===== src/rtl/conv_seq_ctrl.sv =====
// -----------------------------------------------------------------------------
// conv_seq_ctrl
//   Sequencer for the pipelined convolution datapath. It fills the x
//   sliding-window shift memory, waits for the filter memory to fill, then
//   streams one window per cycle through a PLINE_STAGES-deep arithmetic
//   pipeline. The y output has AXI-stream style valid/ready backpressure.
//   A one-cycle conv_done pulse follows the final y handshake.
//
// Ports
//   clk             in   rising-edge clock
//   reset           in   synchronous, active-high reset
//   s_valid_x       in   x input valid
//   s_ready_x       out  x input ready
//   xmem_wr_en      out  shift-in strobe to the x window (s_valid_x && s_ready_x)
//   xmem_full       out  window holds F_SIZE samples (WAIT_F and RUN)
//   fmem_full       in   filter memory holds F_SIZE taps
//   conv_start      out  high in RUN
//   en_pline_stages out  pipeline advance enable
//   m_valid         out  y output valid
//   m_ready         in   y output ready
//   conv_done       out  one-cycle pulse after the final y handshake
// -----------------------------------------------------------------------------
module conv_seq_ctrl #(
    parameter int X_SIZE       = 128,
    parameter int F_SIZE       = 32,
    parameter int PLINE_STAGES = 3,
    parameter int CNT_WIDTH    = $clog2(X_SIZE) + 1
) (
    input  logic clk,
    input  logic reset,
    input  logic s_valid_x,
    output logic s_ready_x,
    output logic xmem_wr_en,
    output logic xmem_full,
    input  logic fmem_full,
    output logic conv_start,
    output logic en_pline_stages,
    output logic m_valid,
    input  logic m_ready,
    output logic conv_done
);

    localparam logic [CNT_WIDTH-1:0] C_ONE       = CNT_WIDTH'(1);
    localparam logic [CNT_WIDTH-1:0] C_X_SIZE    = CNT_WIDTH'(X_SIZE);
    localparam logic [CNT_WIDTH-1:0] C_FILL_LAST = CNT_WIDTH'(F_SIZE - 1);
    localparam logic [CNT_WIDTH-1:0] C_OUT_LAST  = CNT_WIDTH'(X_SIZE - F_SIZE);

    typedef enum logic [1:0] {
        ST_FILL   = 2'd0,
        ST_WAIT_F = 2'd1,
        ST_RUN    = 2'd2,
        ST_DONE   = 2'd3
    } state_t;

    state_t                  r_state;
    state_t                  w_state_next;
    logic [CNT_WIDTH-1:0]    r_x_cnt;
    logic [CNT_WIDTH-1:0]    r_y_cnt;
    logic [PLINE_STAGES-1:0] r_vld;
    logic                    r_fresh;   // an un-injected window sits in xmem
    logic                    w_inject;
    logic                    w_y_hs;

    assign m_valid = r_vld[PLINE_STAGES-1];
    assign w_y_hs  = m_valid & m_ready;

    // State register.
    always_ff @(posedge clk) begin
        if (reset) begin
            r_state <= ST_FILL;
        end else begin
            r_state <= w_state_next;
        end
    end

    // Next-state decode and control outputs.
    always_comb begin
        w_state_next    = r_state;
        s_ready_x       = 1'b0;
        en_pline_stages = 1'b1;
        xmem_full       = 1'b0;
        conv_start      = 1'b0;
        conv_done       = 1'b0;
        w_inject        = 1'b0;
        case (r_state)
            ST_FILL: begin
                s_ready_x = 1'b1;
                if (s_valid_x && (r_x_cnt == C_FILL_LAST)) begin
                    w_state_next = ST_WAIT_F;
                end else begin
                    w_state_next = ST_FILL;
                end
            end
            ST_WAIT_F: begin
                xmem_full = 1'b1;
                if (fmem_full) begin
                    w_state_next = ST_RUN;
                end else begin
                    w_state_next = ST_WAIT_F;
                end
            end
            ST_RUN: begin
                xmem_full       = 1'b1;
                conv_start      = 1'b1;
                // A stalled output slot freezes the whole pipeline.
                en_pline_stages = ~m_valid | m_ready;
                s_ready_x       = en_pline_stages & (r_x_cnt < C_X_SIZE);
                w_inject        = r_fresh & en_pline_stages;
                if (w_y_hs && (r_y_cnt == C_OUT_LAST)) begin
                    w_state_next = ST_DONE;
                end else begin
                    w_state_next = ST_RUN;
                end
            end
            ST_DONE: begin
                conv_done    = 1'b1;
                w_state_next = ST_FILL;
            end
            default: begin
                w_state_next = ST_FILL;
            end
        endcase
        xmem_wr_en = s_valid_x & s_ready_x;
    end

    // Counters, valid pipeline and fresh-window flag.
    always_ff @(posedge clk) begin
        if (reset) begin
            r_x_cnt <= '0;
            r_y_cnt <= '0;
            r_vld   <= '0;
            r_fresh <= 1'b0;
        end else begin
            case (r_state)
                ST_FILL: begin
                    if (xmem_wr_en) begin
                        r_x_cnt <= r_x_cnt + C_ONE;
                    end
                    r_y_cnt <= '0;
                    r_vld   <= '0;
                    r_fresh <= 1'b0;
                end
                ST_WAIT_F: begin
                    r_vld   <= '0;
                    // The complete initial window is ready as soon as RUN starts.
                    r_fresh <= fmem_full;
                end
                ST_RUN: begin
                    if (xmem_wr_en) begin
                        r_x_cnt <= r_x_cnt + C_ONE;
                    end
                    if (w_y_hs) begin
                        r_y_cnt <= r_y_cnt + C_ONE;
                    end
                    if (w_state_next == ST_DONE) begin
                        r_vld   <= '0;
                        r_fresh <= 1'b0;
                    end else begin
                        if (en_pline_stages) begin
                            r_vld <= {r_vld[PLINE_STAGES-2:0], w_inject};
                        end
                        // Each shift exposes a new window; a stall keeps the pending one.
                        r_fresh <= xmem_wr_en | (r_fresh & ~en_pline_stages);
                    end
                end
                ST_DONE: begin
                    r_x_cnt <= '0;
                    r_y_cnt <= '0;
                    r_vld   <= '0;
                    r_fresh <= 1'b0;
                end
                default: begin
                    r_x_cnt <= '0;
                    r_y_cnt <= '0;
                    r_vld   <= '0;
                    r_fresh <= 1'b0;
                end
            endcase
        end
    end

endmodule


===== config.mk =====
export PLATFORM = sky130hd
export DESIGN_NAME = conv_seq_ctrl
export DESIGN_NICKNAME = d
export VERILOG_FILES = /design/src/rtl/conv_seq_ctrl.sv
export SDC_FILE = /design/constraint.sdc
export NUM_CORES = 1
export LEC_CHECK = 0
export CAP_MARGIN = 20
export CORE_MARGIN = 4
export CORE_UTILIZATION = 45
export CTS_CLUSTER_SIZE = 8
export DETAILED_ROUTE_END_ITERATION = 6
export HOLD_SLACK_MARGIN = 0.06
export PLACE_DENSITY_LB_ADDON = 0.25
export SYNTH_ARGS = -nofsm -noshare
export SYNTH_HDL_FRONTEND = slang
export SYNTH_SLANG_ARGS = --single-unit
export TNS_END_PERCENT = 1

===== constraint.sdc =====
create_clock -name clk -period 1.8 [get_ports clk]
set_clock_uncertainty 0.05 [all_clocks]
set_input_delay 0.27 -clock clk [delete_from_list [all_inputs] [get_ports clk]]
set_output_delay 0.27 -clock clk [all_outputs]
set_load 0.02 [all_outputs]

==> impl_results.md <==
* Status: complete, no violations
* Vias/cell at 6.07
* Final nets at 193
* Maximum Capacitance Violations at 0
* Syn Inst Count at 146
* Register clock-pin slew on the reported worst setup and hold paths at 0.13 ns
* Internal at 0.736 mW
* Setup CP Type: in2reg
* CP Max Fanout at 10
* Relative slew slack at 68.9%
* CP arrival at 1.99 ns
* Final GP Congestion at 0.811
* Detailed Route Iter0 Violations at 55
* Reg2Reg Setup Slack at 0.04 ns
* DR WL/cell at 15.2 µm
* Synth warn at 0
* GRT Overall Usage at 19.0%
* Unique masters post-synth at 39
* Vias at 1263
* Commonest non-fill, non-tap cell in the layout: buf_4
* Layout cell share with drive strength beyond 1 at 25.8%
* Prevailing post-synth register cell: dfxtp_1
* Dpl hpwl at 2310 µm
* CTS sink cnt at 22
* Final setup vio count at 0
* Chip width at 61.0 µm
* H-Tree Depth at 1
* Post-Syn Nets at 160
* Routed Antenna Nets at 0
* Unrepaired setup endpoints after global routing: true
* Max Fclk at 0.560 GHz
* Vias in the first global route at 1305
* CP Capture Type: flop
* Worst IR Drop VDD at 0.472 mV
* Post-synth ARST share at 0%
* Reg-to-reg endpoint: r_x_cnt[3]
* Hold Path Origin: r_vld[1]
* Worst Hold End: r_vld[2]
* Num rows at 18
* Reg-to-Reg Start: r_state[1]
* Sequential area share after synthesis at 34.8%
* Critical Path RT at 2.01 ns
* Area growth syn-to-layout at 29.1%
* Global-route wire length before repair at 5360 µm
* Clk buf depth at 2
* Core area at 2590 µm²
* Filler cell count at 220
* Initial antenna violation count at 0
* Root buffer cell: clkbuf_4
* Comb power frac at 5.1%
* Worst hold path type: reg2reg
* Post-Syn Area at 1270 µm²
* Switching share of power at 21.1%
* Ports at 12
* Clk_lat worst skew at 0.32 ns
* Power density over the cells at 571 nW/µm²
* Syn_area_per_cell at 8.67 µm²
* Num CTS Buffers at 3
* Clock Power Share at 42.1%
* Worst Hold Margin at 0.437 ns
* Final TNS setup at 0 ns
* Overall Power at 0.933 mW
* Final Cycle Share at 99.3%
* Net Switching at 0.196 mW
* Slew Limit Fails at 0
* Total congestion overflow at 0
* Drt pass-1 iters at 6
* Flop pwr share at 52.8%
* Share of the synthesized area in the top cell type at 34.8%
* Die H at 61.0 µm
* Final hold violations at 0
* Die area at 3730 µm²
* Min-Delay Path Depth at 2
* Leak at 0.616 nW
* DRC Markers at 0
* Synthesis-stage register bit count at 22
* Final wirelength at 3160 µm
* Synth top area cells: dfxtp_1, ha_1, a21oi_1, xor2_1, nor2_1
* Antenna diodes at 0
* Period minus WS final at 1.79 ns
* Most frequent cells in the layout: buf_4, dfxtp_1, a21oi_1, nor2_1, inv_1
* Tightest Pin Transition at 0.466 ns
* Largest net degree at the start of global routing at 14
* Crit start category: input pin
* Yosys top cell by area: dfxtp_1
* CTS tree: done
* Number of synthesized flops with an enable pin at 0
* Initial core utilization at 48.9%
* I/O Buffers at 11
* R2R cell count at 7
[per-stage QoR]
| step | setup WS [ns] | utilization [%] | cells | area, µm² |
|---|---|---|---|---|
| after floorplan | 0.00786 | - | 146 | 1290 |
| final | 0.0130 | 63.1 | 208 | 1630 |
| after global placement | -0.316 | 60.3 | 203 | 1560 |
| after detailed placement | -0.338 | 60.3 | 203 | 1560 |
| after global routing | -0.0434 | 63.1 | 208 | 1630 |
| after CTS | 0.00815 | 62.4 | 207 | 1620 |
[power groups by stage]
stage               sequential, mW  combinational (mW)  clock (mW)
detailed placement           0.505              0.0460           0
global route                 0.493              0.0511       0.427
CTS                          0.494              0.0455       0.398
global placement             0.504              0.0446           0
finish                       0.492              0.0474       0.393
floorplan                    0.504              0.0238           0
[cell usage after synthesis, drive strengths merged (2+ instances only)]
master	instances
o21ai	5
nand3	6
nor2	11
or4	4
a21oi	14
o2111ai	3
and3	6
a211oi	4
inv	9
xor2	5
o31ai	4
a31oi	5
nor3	3
nor4bb	2
nand2	6
ha	9
buf	4
a311o	3
a31o	2
dfxtp	22
nor3b	2
or3	2
[kinds of logic after synthesis]
family,after synthesis,share of synthesized area [%]
AO/OA/AOI/OAI,47,25.1
XOR/XNOR,5,3.46
adder cells (fa/ha/maj),9,8.89
buffers and inverters,14,5.24
flip-flops,22,34.8
AND/OR/NAND/NOR,49,22.5
[final cells by class]
cell class	instances	area (µm²)	area share (%)
clock buffer	3	22.5	1.38
tap	30	37.5	2.30
timing repair buffer	33	255	15.6
clock inverter	1	30.0	1.84
sequential	22	445	27.3
multi-input combinational	110	807	49.4
inverter	9	36.3	2.22
[per-layer routing]
layer | GRT usage, % | wire length, µm | up-vias
met4 | 9.91 | 44 | 0
met2 | 33.7 | 1630 | 30
met3 | 3.77 | 126 | 6
met1 | 21.4 | 1360 | 601
li1 | - | - | 626
met5 | 0 | 0 | -
[registers in the layout, summed over array words and instances (netlist names)]
name / flops
r_state: 2
r_vld: 3
r_y_cnt: 8
r_x_cnt: 8
r_fresh: 1
[critical path: stages]
cell and delay (ns):
clkdlybuf4s50_1 0.52, nand2b_4 0.15, buf_4 0.13, a311oi_1 0.10, buf_4 0.18, or4_1 0.50
a21oi_1 0.14
[how the worst max path moves through the flow]
stage	startpoint	endpoint	slack, ns	cells after the start
global route	r_state[0]	r_fresh	-0.04	7
detailed placement	m_ready	xmem_wr_en	-0.34	5
CTS	m_ready	r_x_cnt[3]	0.008	7
global placement	m_ready	xmem_wr_en	-0.32	5
finish	m_ready	r_x_cnt[3]	0.01	7
floorplan	r_state[0]	r_x_cnt[4]	0.008	7
[what timing repair did]
action | CTS | global route
resized for setup | 16 | 13
setup buffers | 0 | 1
pin swaps | 0 | 6
endpoints found under the setup margin | 12 | 19
hold buffers | 0 | 0
No activity file was read; power rests on OpenSTA's default activity.
